==> config.mk <==
export PLATFORM = sky130hd
export DESIGN_NAME = gate_exerciser
export DESIGN_NICKNAME = d
export VERILOG_FILES = /design/src/rtl/gate_exer_pkg.sv /design/src/rtl/gate_ref_model.sv /design/src/rtl/gate_exerciser.sv
export SDC_FILE = /design/constraint.sdc
export NUM_CORES = 1
export LEC_CHECK = 0
export ABC_CLOCK_PERIOD_IN_PS = 3350
export BUFFER_PORTS_ARGS = -buffer_cell sky130_fd_sc_hd__buf_2
export CORE_MARGIN = 3
export CORE_UTILIZATION = 52
export DETAILED_ROUTE_END_ITERATION = 12
export PLACE_DENSITY_LB_ADDON = 0.2
export SLEW_MARGIN = 20
export SYNTH_ARGS = -nofsm -noshare
export SYNTH_HDL_FRONTEND = slang
export SYNTH_SLANG_ARGS = --single-unit
==> constraint.sdc <==
create_clock -name iClk -period 3.35 [get_ports iClk]
set_clock_uncertainty 0.2 [all_clocks]
set_input_delay 1.005 -clock iClk [delete_from_list [all_inputs] [get_ports iClk]]
set_output_delay 1.005 -clock iClk [all_outputs]
set_load 0.005 [all_outputs]
==> src/rtl/gate_exer_pkg.sv <==
// Shared types and golden gate function for the gate exerciser.
package gate_exer_pkg;

  typedef enum logic [1:0] {
    IDLE   = 2'd0,
    SETTLE = 2'd1,
    CHECK  = 2'd2,
    DONE   = 2'd3
  } gateState_t;

  localparam int NUM_VEC = 4;

  // Expected {and, or, not(A)} for vec = {A, B}.
  function automatic logic [2:0] expectedGates(input logic [1:0] vec);
    return {vec[1] & vec[0], vec[1] | vec[0], ~vec[1]};
  endfunction

endpackage

==> src/rtl/gate_ref_model.sv <==
// Combinational golden model of the two-input gate unit.
module gate_ref_model
  import gate_exer_pkg::*;
(
  input  logic [1:0] iVec,
  output logic [2:0] oGold
);

  assign oGold = expectedGates(iVec);

endmodule

==> src/rtl/gate_exerciser.sv <==
// Sweeps A/B through all four vectors, checks the gate unit's AND/OR/NOT and
// reports pass/fail. Optional macro GATE_EXER_LOOP_EN makes runs repeat forever.
module gate_exerciser
  import gate_exer_pkg::*;
#(
  parameter int SETTLE_CYCLES = 2,
  parameter int PASSES        = 1,
  parameter int ERR_W         = 4
) (
  input  logic             iClk,
  input  logic             iRst_n,
  input  logic             iStart,
  input  logic             iAnd,
  input  logic             iOr,
  input  logic             iNot,
  output logic             oA,
  output logic             oB,
  output logic             oBusy,
  output logic             oDone,
  output logic             oPass,
  output logic [ERR_W-1:0] oErrCnt,
  output logic [1:0]       oFailVec,
  output logic [2:0]       oFailBits
);

  localparam int SET_W  = (SETTLE_CYCLES > 1) ? $clog2(SETTLE_CYCLES) : 1;
  localparam int PASS_W = (PASSES > 1) ? $clog2(PASSES) : 1;

  localparam logic [ERR_W-1:0]  ERR_MAX     = '1;
  localparam logic [SET_W-1:0]  SETTLE_LAST = SET_W'(SETTLE_CYCLES - 1);
  localparam logic [PASS_W-1:0] PASS_LAST   = PASS_W'(PASSES - 1);
  localparam logic [1:0]        VEC_LAST    = 2'(NUM_VEC - 1);

  gateState_t        stateReg, stateNext;
  logic [1:0]        vecReg, vecNext;
  logic [PASS_W-1:0] passReg, passNext;
  logic [SET_W-1:0]  settleReg, settleNext;
  logic [ERR_W-1:0]  errReg, errNext;
  logic [1:0]        failVecReg, failVecNext;
  logic [2:0]        failBitsReg, failBitsNext;
  logic              failSeenReg, failSeenNext;

  logic [2:0] goldBits;
  logic [2:0] sampledBits;
  logic [2:0] mismatchBits;
  logic       anyMismatch;
  logic       startRun;

  gate_ref_model uRefModel (
    .iVec  (vecReg),
    .oGold (goldBits)
  );

  assign sampledBits = {iAnd, iOr, iNot};

  genvar gi;
  generate
    for (gi = 0; gi < 3; gi++) begin : gMismatch
      assign mismatchBits[gi] = sampledBits[gi] ^ goldBits[gi];
    end
  endgenerate

  assign anyMismatch = |mismatchBits;

  always_comb begin
    stateNext    = stateReg;
    vecNext      = vecReg;
    passNext     = passReg;
    settleNext   = settleReg;
    errNext      = errReg;
    failVecNext  = failVecReg;
    failBitsNext = failBitsReg;
    failSeenNext = failSeenReg;
    startRun     = 1'b0;

    case (stateReg)
      IDLE: begin
        startRun = iStart;
      end

      SETTLE: begin
        settleNext = settleReg + 1'b1;
        if (settleReg == SETTLE_LAST) begin
          stateNext = CHECK;
        end
      end

      CHECK: begin
        if (anyMismatch) begin
          if (errReg != ERR_MAX) begin
            errNext = errReg + 1'b1;
          end
          if (!failSeenReg) begin
            failSeenNext = 1'b1;
            failVecNext  = vecReg;
            failBitsNext = mismatchBits;
          end
        end
        if ((vecReg == VEC_LAST) && (passReg == PASS_LAST)) begin
          stateNext = DONE;
        end else begin
          vecNext    = vecReg + 2'd1;
          settleNext = '0;
          stateNext  = SETTLE;
          if (vecReg == VEC_LAST) begin
            passNext = passReg + 1'b1;
          end
        end
      end

      DONE: begin
`ifdef GATE_EXER_LOOP_EN
        startRun = 1'b1;
`else
        startRun = iStart;
`endif
      end

      default: begin
        stateNext = IDLE;
      end
    endcase

    if (startRun) begin
      stateNext  = SETTLE;
      vecNext    = 2'd0;
      passNext   = '0;
      settleNext = '0;
`ifndef GATE_EXER_LOOP_EN
      // In loop mode the error history spans runs and only reset clears it.
      errNext      = '0;
      failVecNext  = '0;
      failBitsNext = '0;
      failSeenNext = 1'b0;
`endif
    end
  end

  always_ff @(posedge iClk) begin
    if (!iRst_n) begin
      stateReg    <= IDLE;
      vecReg      <= 2'd0;
      passReg     <= '0;
      settleReg   <= '0;
      errReg      <= '0;
      failVecReg  <= 2'd0;
      failBitsReg <= 3'd0;
      failSeenReg <= 1'b0;
    end else begin
      stateReg    <= stateNext;
      vecReg      <= vecNext;
      passReg     <= passNext;
      settleReg   <= settleNext;
      errReg      <= errNext;
      failVecReg  <= failVecNext;
      failBitsReg <= failBitsNext;
      failSeenReg <= failSeenNext;
    end
  end

  // oA/oB come straight from the vector register, so they are glitch-free.
  assign oA        = vecReg[1];
  assign oB        = vecReg[0];
  assign oBusy     = (stateReg == SETTLE) || (stateReg == CHECK);
  assign oDone     = (stateReg == DONE);
  assign oPass     = (stateReg == DONE) && (errReg == '0);
  assign oErrCnt   = errReg;
  assign oFailVec  = failVecReg;
  assign oFailBits = failBitsReg;

endmodule
==> impl_metrics.json, run 1 <==
{
  "outcome": "finished clean",
  "netlist.area_leader.share_pct": 39.3,
  "cts_setup_buffers": 0,
  "yosysWarnings": 0,
  "ios": 20,
  "cts_max_level": 1,
  "power_mw": 0.448,
  "switching_share_pct": 32.3,
  "grt_pass1_wl_microns": 2390,
  "pwr-share-seq_pct": 48.8,
  "cts_resized": 0,
  "dpl.hpwl_microns": 1170,
  "synthToLayoutAreaGrowth_pct": 14.4,
  "power.switching_mw": 0.145,
  "root_buffer": "clkbuf_4",
  "rsz0062_at_grt": "no",
  "syn_nets": 106,
  "finalNetCount": 127,
  "cts_hold_buf": 0,
  "power.internal_mw": 0.304,
  "cts_made_buffers": 3,
  "synth.avg_cell_area_sq_um": 8.77,
  "start_kind": "flop",
  "cp.arrival_ns": 1.18,
  "num_rows": 13,
  "fmax_mhz": 419,
  "synth_area_sq_um": 816,
  "die-area_sq_um": 2080,
  "dp_worst_setup_slack_ns": 0.961,
  "ir_drop_mv": 0.373,
  "drv_cap": 0,
  "first_pass_iters": 4,
  "vias": 696,
  "layout_setup_ws_ns": 0.964,
  "gp_congestion": 0.766,
  "hold_violations": 0,
  "wl_per_cell_microns": 12.1,
  "synthTopCellsByArea": "dfxtp_1 39%, ha_1 11%, nor2_1 6.4%",
  "wirelength_microns": 1530,
  "grt_pass1_vias": 613,
  "synth_cells": 93,
  "finalSetupViolCount": 0,
  "synth.yosys.seq_area_share_pct": 39.3,
  "slew-limit-headroom_pct": 65.9,
  "cts_max_path_buffers": 2,
  "worstSetupEndpointType": "primary output",
  "die-width_microns": 45.6,
  "track_usage_pct": 16.1,
  "setup_tns_ns": 0,
  "worst_pin_slew_ns": 0.511,
  "drtIter0Drc": 7,
  "synth_cell_types": 27,
  "ys_ff_latch": 16,
  "cts.sinks": 16,
  "cts.clk_slew.worst_paths_ns": 0.08,
  "start_util_pct": 59.0,
  "worstPathRequired_ns": 2.14,
  "grt_overflow": 0,
  "clockPowerShare_pct": 21.7,
  "power_leakage_nw": 0.434,
  "viasPerCell": 5.48,
  "antenna_found_initial": 0,
  "ant_nets": 0,
  "finalCritPeriodShare_pct": 71.2,
  "pwr-share-comb_pct": 29.5,
  "synth_top_cell_by_area": "dfxtp_1",
  "powerDensity_nw_per_um2": 480,
  "nFillCells": 116,
  "diodes": 0,
  "core-area_sq_um": 1380,
  "min_path_type": "flop to flop",
  "clk_latency_ns": 0.28,
  "slew_violations": 0,
  "cts_tree": "built",
  "crit_fanout": 4,
  "crit_type": "flop to primary output",
  "drc": 0,
  "final_layout_size_suffix_gt1_share_pct": 21.4,
  "die_h_microns": 45.6,
  "grt_max_degree": 16,
  "fin_crit_ns": 2.39,
  "io_buffer_count": 19
}
==> cells in the mapped netlist (all sizes together) <==
cell,instances
dfxtp,16
nor2,14
inv,8
nand2,8
ha,7
nor2b,4
o21ai,4
xnor2,4
a22oi,3
mux2i,3
a211oi,2
a21oi,2
a31oi,2
clkbuf,2
nand3,2
a21boi,1
and3,1
and4,1
and4b,1
buf,1
nor3,1
o221ai,1
o22ai,1
o311ai,1
o31ai,1
or3,1
xor2,1
==> metrics by stage <==
stage | std cells | util (%) | hold slack (ns) | area, sq um
after detailed placement | 124 | 65.9 | 0.242 | 911
after global placement | 124 | 65.9 | 0.231 | 911
after floorplan | 93 | - | 0.219 | 816
after CTS | 127 | 67.5 | 0.255 | 933
after global routing | 127 | 67.5 | 0.287 | 933
final | 127 | 67.5 | 0.246 | 933
==> state kept, by name, indices dropped and copies added, names as in the netlist <==
signal       cells
failSeenReg      1
oErrCnt          4
oFailBits        3
oFailVec         2
passReg          1
settleReg        1
stateReg         2
vecReg           2
==> worst paths after layout <==
check              start     endpoint  slack [ns]  cells past startpoint
min reg2reg      passReg      passReg        0.25                      2
min              passReg      passReg        0.25                      2
max reg2reg  stateReg[0]  oFailVec[1]        1.34                      6
max          stateReg[0]        oBusy        0.96                      4
==> worst max-delay path: stages, from the launching register on <==
cell	delay (ns)
dfxtp_1	0.39
inv_1	0.06
ha_1	0.30
inv_1	0.05
buf_2	0.10
==> layout make-up <==
class                      instances  area (sq um)  share of cell area [%]
tap                               15          18.8                    2.01
inverter                           8          30.0                    3.22
clock buffer                       3          22.5                    2.41
multi-input combinational         66           447                    47.9
timing repair buffer              19          95.1                    10.2
sequential                        16           320                    34.3
==> cells in the final DEF (no fill, tap or decap), types with 2 or more instances in the layout <==
cell type,n
inv_1,8
clkbuf_4,3
dfxtp_1,16
mux2i_1,3
a211oi_1,2
ha_1,7
nand2_1,8
nor2b_1,4
nor2_1,14
xnor2_1,4
nand3_1,2
a22oi_1,3
o21ai_0,4
a21oi_1,2
buf_2,19
a31oi_1,2
==> cells by family after synthesis <==
family	Yosys count	share of synthesized area [%]
flip-flops	16	39.3
XOR/XNOR	5	5.37
multiplexers	3	3.68
buffers and inverters	11	5.98
AND/OR/NAND/NOR	33	18.9
adder cells (fa/ha/maj)	7	10.7
AO/OA/AOI/OAI	18	16.1
==> per-layer routing <==
| metal | vias up | global-route usage [%] | share of wire [%] |
|---|---|---|---|
| li1 | 360 | - | - |
| met1 | 322 | 18.3 | 46 |
| met2 | 12 | 26.5 | 48 |
| met3 | 2 | 7.11 | 4.5 |
| met4 | 0 | 5.85 | 0.78 |
| met5 | - | 0 | 0 |
==> power by group through the flow <==
stage          Clock [mW]  Sequential, mW  Combinational [mW]
2_1_floorplan           0           0.221               0.102
3_3_place_gp            0           0.222               0.129
3_5_place_dp            0           0.223               0.132
4_1_cts             0.102           0.219               0.133
5_1_grt             0.111           0.221               0.149
6_report           0.0971           0.219               0.132
Note: power is estimated with default switching activity, not from simulation.
==> run 2: changes to the inputs <==
--- a/config.mk
+++ b/config.mk
@@ -5,10 +5,10 @@
 export SDC_FILE = /design/constraint.sdc
 export NUM_CORES = 1
 export LEC_CHECK = 0
-export ABC_CLOCK_PERIOD_IN_PS = 3350
+export ABC_CLOCK_PERIOD_IN_PS = 2200
 export BUFFER_PORTS_ARGS = -buffer_cell sky130_fd_sc_hd__buf_2
 export CORE_MARGIN = 3
-export CORE_UTILIZATION = 52
+export CORE_UTILIZATION = 50
 export DETAILED_ROUTE_END_ITERATION = 12
 export PLACE_DENSITY_LB_ADDON = 0.2
 export SLEW_MARGIN = 20
==> constraint.sdc (replaced) <==
create_clock -name iClk -period 2.2 [get_ports iClk]
set_clock_uncertainty 0.2 [all_clocks]
set_input_delay 0.66 -clock iClk [delete_from_list [all_inputs] [get_ports iClk]]
set_output_delay 0.66 -clock iClk [all_outputs]
set_load 0.005 [all_outputs]
==> impl_metrics.json, run 2 (same netlist as run 1, synthesis figures left out) <==
{
  "cts.clk_slew.worst_paths_ns": 0.10,
  "path_cells": "inv_1 -> ha_1 -> inv_1 -> buf_2",
  "track_usage_pct": 16.0,
  "wl_per_cell_microns": 12.5,
  "finalCritPeriodShare_pct": 92.7,
  "clockPowerShare_pct": 26.6,
  "slew-limit-headroom_pct": 66.5,
  "dpl.hpwl_microns": 1250,
  "drtIter0Drc": 7,
  "finalSetupViolCount": 0,
  "cp.arrival_ns": 1.18,
  "largest_register_ffs": 4,
  "die-area_sq_um": 2150,
  "post_layout_nonfiller_instances": 129,
  "layout_commonest_cell": "buf_2",
  "ios": 20,
  "crit_type": "flop to primary output",
  "crit_fanout": 4,
  "drv_cap": 0,
  "pwr-share-comb_pct": 28.2,
  "viasPerCell": 5.42,
  "cts_setup_buffers": 0,
  "final_layout_size_suffix_gt1_share_pct": 22.8,
  "power.internal_mw": 0.503,
  "layout_setup_ws_ns": 0.160,
  "ir_drop_mv": 0.643,
  "root_buffer": "clkbuf_4",
  "synthToLayoutAreaGrowth_pct": 17.0,
  "start_kind": "flop",
  "finalNetCount": 128,
  "worstPathBufferInverterCount": 3,
  "grt_pass1_wl_microns": 2400,
  "switching_share_pct": 31.8,
  "reg2reg_slack_ns": 0.24,
  "grt_overflow": 0,
  "cts_tree": "built",
  "first_pass_iters": 4,
  "r2r-start": "vecReg[1]",
  "io_buffer_count": 19,
  "pwr-share-seq_pct": 45.2,
  "powerDensity_nw_per_um2": 773,
  "power_mw": 0.738,
  "core-area_sq_um": 1420,
  "cts.sinks": 16,
  "fin_crit_ns": 2.04,
  "cts_resized": 0,
  "ant_nets": 0,
  "worstHoldEndpoint": "oFailVec[0]",
  "diodes": 0,
  "wirelength_microns": 1610,
  "min_from": "oFailVec[0]",
  "slowest_stage": "dfxtp_1",
  "gp_congestion": 0.747,
  "hold_violations": 0,
  "r2r_cells": 6,
  "vias": 699,
  "setup_tns_ns": 0,
  "cts_hold_buf": 0,
  "worst_pin_slew_ns": 0.501,
  "dp_worst_setup_slack_ns": 0.159,
  "crit_family": "flip-flops",
  "final_cell_mix": "19 x buf_2, 16 x dfxtp_1, 14 x nor2_1",
  "cts_max_path_buffers": 2,
  "cts_max_level": 1,
  "worstSetupEndpointType": "primary output",
  "cp_common_cell": "inv_1",
  "num_rows": 13,
  "power.switching_mw": 0.235,
  "die-width_microns": 46.4,
  "nFillCells": 116,
  "grt_max_degree": 16,
  "clk_latency_ns": 0.29,
  "min_path_type": "flop to flop",
  "min_path_cells": 2,
  "dpl.cell_count": 125,
  "drc": 0,
  "fmax_mhz": 490,
  "outcome": "finished clean",
  "slew_violations": 0,
  "rsz0062_at_grt": "no",
  "reg2reg_to": "oErrCnt[3]",
  "die_h_microns": 46.4,
  "start_util_pct": 57.6,
  "worstPathRequired_ns": 1.34,
  "grt_pass1_vias": 611,
  "antenna_found_initial": 0,
  "cts_made_buffers": 3,
  "power_leakage_nw": 0.446,
  "critPathMaxStageDelay_ns": 0.39
}
==> run 2: changes by cell type in the layout (fill, tap and decap cells not counted) <==
cell / previous run / this run
buf_4: 0 / 1
clkbuf_8: 0 / 1
==> run 2: layout make-up <==
type	instances	area (sq um)	area share, %
clock buffer	4	36.3	3.80
inverter	8	30.0	3.15
multi-input combinational	66	447	46.8
sequential	16	320	33.6
tap	15	18.8	1.97
timing repair buffer	20	103	10.7
==> run 2: routing by layer <==
layer	track usage (%)	wire, microns	share of wire [%]	vias up
li1	-	-	-	363
met1	16.9	696	43	310
met2	28.3	822	51	19
met3	4.69	66	4.1	7
met4	7.95	25	1.6	0
met5	0	0	0	-
==> run 2: worst max path at each step <==
stage / start / endpoint / slack (ns) / depth (start not counted)
floorplan: iAnd / oErrCnt[2] / 0.32 / 5
global placement: iAnd / oErrCnt[2] / 0.19 / 5
detailed placement: iNot / oErrCnt[3] / 0.16 / 5
CTS: stateReg[0] / oBusy / 0.14 / 4
global route: stateReg[0] / oBusy / 0.06 / 4
finish: stateReg[0] / oBusy / 0.16 / 4
==> run 2: worst reg2reg max path: stages, from the launching register on <==
cell and delay (ns):
dfxtp_1 0.44, inv_1 0.07, ha_1 0.20, xnor2_1 0.20, or3_1 0.46, a31oi_1 0.20, a211oi_1 0.07
==> run 2: metrics by stage <==
step,utilization [%],area (sq um),hold WS [ns]
after detailed placement,64.9,918,0.245
after global routing,67.5,955,0.272
after global placement,64.9,918,0.233
final,67.5,955,0.256
after CTS,67.5,955,0.260
after floorplan,-,816,0.219
==> run 2: power groups by stage <==
stage | clock network [mW] | registers, mW | logic [mW]
after floorplan | 0 | 0.336 | 0.155
after global placement | 0 | 0.338 | 0.202
after detailed placement | 0 | 0.340 | 0.208
after CTS | 0.207 | 0.333 | 0.209
after global routing | 0.223 | 0.337 | 0.231
final | 0.197 | 0.333 | 0.208
==> run 3: changes to the inputs <==
--- a/config.mk
+++ b/config.mk
@@ -5,10 +5,11 @@
 export SDC_FILE = /design/constraint.sdc
 export NUM_CORES = 1
 export LEC_CHECK = 0
+export ABC_AREA = 1
 export ABC_CLOCK_PERIOD_IN_PS = 2200
 export BUFFER_PORTS_ARGS = -buffer_cell sky130_fd_sc_hd__buf_2
 export CORE_MARGIN = 3
-export CORE_UTILIZATION = 50
+export CORE_UTILIZATION = 52
 export DETAILED_ROUTE_END_ITERATION = 12
 export PLACE_DENSITY_LB_ADDON = 0.2
 export SLEW_MARGIN = 20
==> impl_metrics.json, run 3 <==
{
  "dpl.hpwl_microns": 1240,
  "netlist.area_leader.share_pct": 34.8,
  "synth_most_common_cell": "nand2_1",
  "drc": 0,
  "min_from": "passReg",
  "drtIter0Drc": 8,
  "cts_max_path_buffers": 2,
  "powerDensity_nw_per_um2": 500,
  "synth_common_cells": "34 x nand2_1, 27 x inv_1, 16 x dfxtp_1, 16 x nor2_1, 7 x ha_1",
  "start_util_pct": 58.3,
  "num_rows": 14,
  "path_cells": "ha_1 -> nand2_1 -> nor3_1 -> buf_2",
  "cp-startpoint": "stateReg[1]",
  "synth_cells": 132,
  "seqCellArea_sq_um": 320,
  "drv_cap": 0,
  "hold_violations": 0,
  "die-width_microns": 48.1,
  "cts_resized": 0,
  "largest_register_ffs": 4,
  "synth-xor-area-share_pct": 0,
  "io_buffer_count": 19,
  "synth_top_cell_by_area": "dfxtp_1",
  "antenna_found_initial": 0,
  "post_layout_nonfiller_instances": 169,
  "power.internal_mw": 0.386,
  "synthSimpleGateAreaFrac_pct": 33.6,
  "diodes": 0,
  "fin_crit_ns": 2.08,
  "cp.arrival_ns": 1.22,
  "ios": 20,
  "finalSetupViolCount": 0,
  "ys_ff_latch": 16,
  "cts_max_level": 1,
  "worstPathRequired_ns": 1.34,
  "pwr-share-comb_pct": 12.9,
  "layout_commonest_cell": "nand2_1",
  "async_flop_share_pct": 0,
  "cts_tree": "built",
  "clk_latency_ns": 0.29,
  "synth_compound_area_share_pct": 8.16,
  "layout_setup_ws_ns": 0.125,
  "gp_congestion": 0.771,
  "root_buffer": "clkbuf_4",
  "dp_worst_setup_slack_ns": 0.442,
  "synthToLayoutAreaGrowth_pct": 13.7,
  "synth_area_sq_um": 920,
  "crit_type": "flop to primary output",
  "nFillCells": 141,
  "die-area_sq_um": 2310,
  "synth_edf_count": 0,
  "finalNetCount": 168,
  "synth.avg_cell_area_sq_um": 6.97,
  "synth_mux_area_share_pct": 0,
  "dpl.cell_count": 166,
  "cts.clk_slew.worst_paths_ns": 0.09,
  "final_layout_size_suffix_gt1_share_pct": 22.2,
  "synth_top_family_by_area": "simple AND/OR/NAND/NOR gates",
  "min_path_type": "flop to flop",
  "worst_pin_slew_ns": 0.358,
  "track_usage_pct": 15.5,
  "grt_overflow": 0,
  "start_kind": "flop",
  "setup_tns_ns": 0,
  "worstSetupEndpointType": "primary output",
  "cts_hold_buf": 0,
  "multi_input_area_sq_um": 472,
  "critPathMaxStageDelay_ns": 0.41,
  "fmax_mhz": 482,
  "pwr-share-seq_pct": 57.9,
  "first_pass_iters": 4,
  "switching_share_pct": 26.2,
  "slew-limit-headroom_pct": 76.1,
  "finalCritPeriodShare_pct": 94.3,
  "r2r-start": "stateReg[0]",
  "hold_ws_ns": 0.274,
  "vias": 791,
  "clockPowerShare_pct": 29.2,
  "grt_max_degree": 14,
  "grt_pass1_wl_microns": 2500,
  "synth_cell_types": 18,
  "syn_nets": 145,
  "yosysWarnings": 0,
  "cts_made_buffers": 3,
  "power.switching_mw": 0.137,
  "fin_util_pct": 66.3,
  "synth.yosys.seq_area_share_pct": 34.8,
  "cts.sinks": 16,
  "ir_drop_mv": 0.487,
  "viasPerCell": 4.68,
  "crit_fanout": 4,
  "synth_ff_type": "dfxtp_1",
  "final_cell_mix": "34 x nand2_1, 27 x inv_1, 19 x buf_2",
  "cts_setup_buffers": 0,
  "wl_per_cell_microns": 9.27,
  "rsz0062_at_grt": "no",
  "grt_pass1_vias": 619,
  "ant_nets": 0,
  "power_leakage_nw": 0.597,
  "synthTopCellsByArea": "dfxtp_1 35%, nand2_1 14%, inv_1 11%",
  "outcome": "finished clean",
  "slowest_stage": "dfxtp_1",
  "synthAdderAreaFrac_pct": 9.52,
  "core-area_sq_um": 1580,
  "wirelength_microns": 1570,
  "slew_violations": 0,
  "die_h_microns": 48.1
}
-- run 3: cell count changes in the layout (fill, tap and decap cells not counted), moves of 4 or more --
cell	delta
inv_1	+19
nand2_1	+26
nor2b_1	-4
xnor2_1	-4
-- run 3: cell type report --
class	instances	area share [%]
Multi-Input combinational cell	85	45.1
Sequential cell	16	30.6
Inverter	29	10.4
Timing Repair Buffer	20	9.81
Clock buffer	3	2.15
Tap cell	16	1.91
-- run 3: routing by layer --
layer,part of all wire (%),global-route usage [%],vias to the layer above
met4,0.57,3.23,0
met1,51,19.0,324
met2,45,25.9,15
met5,0,0,-
met3,4.1,5.64,2
li1,-,-,450
-- run 3: power by group through the flow --
stage               Sequential (mW)  Clock (mW)  Combinational (mW)
CTS                           0.303       0.160              0.0677
detailed placement            0.309           0              0.0674
global route                  0.304       0.175              0.0778
global placement              0.309           0              0.0656
floorplan                     0.308           0              0.0511
finish                        0.303       0.153              0.0672
-- run 3: cells by family (layout without fill, tap and decap cells) --
logic type      Yosys count  count (layout)
simple gates             65              65
buf+inv                  31              52
flops                    16              16
compound gates           13              13
fa+ha+maj                 7               7
-- run 3: final timing paths --
path / end / slack (ns) / cells after the start
max: oPass / 0.12 / 4
max reg2reg: vecReg[1] / 0.44 / 7
min: passReg / 0.27 / 2
min reg2reg: passReg / 0.27 / 2
-- run 3: worst max-delay path: cells and delay by family (launching register included) --
kind | cells | cell delay, ns
flops | 1 | 0.41
fa+ha+maj | 1 | 0.20
simple gates | 2 | 0.19
buf+inv | 1 | 0.13
-- run 3: per-stage QoR --
step	cell area, sq um	power (mW)
after floorplan	920	0.359
after global placement	1020	0.375
after detailed placement	1020	0.377
after CTS	1050	0.530
after global routing	1050	0.557
final	1050	0.523
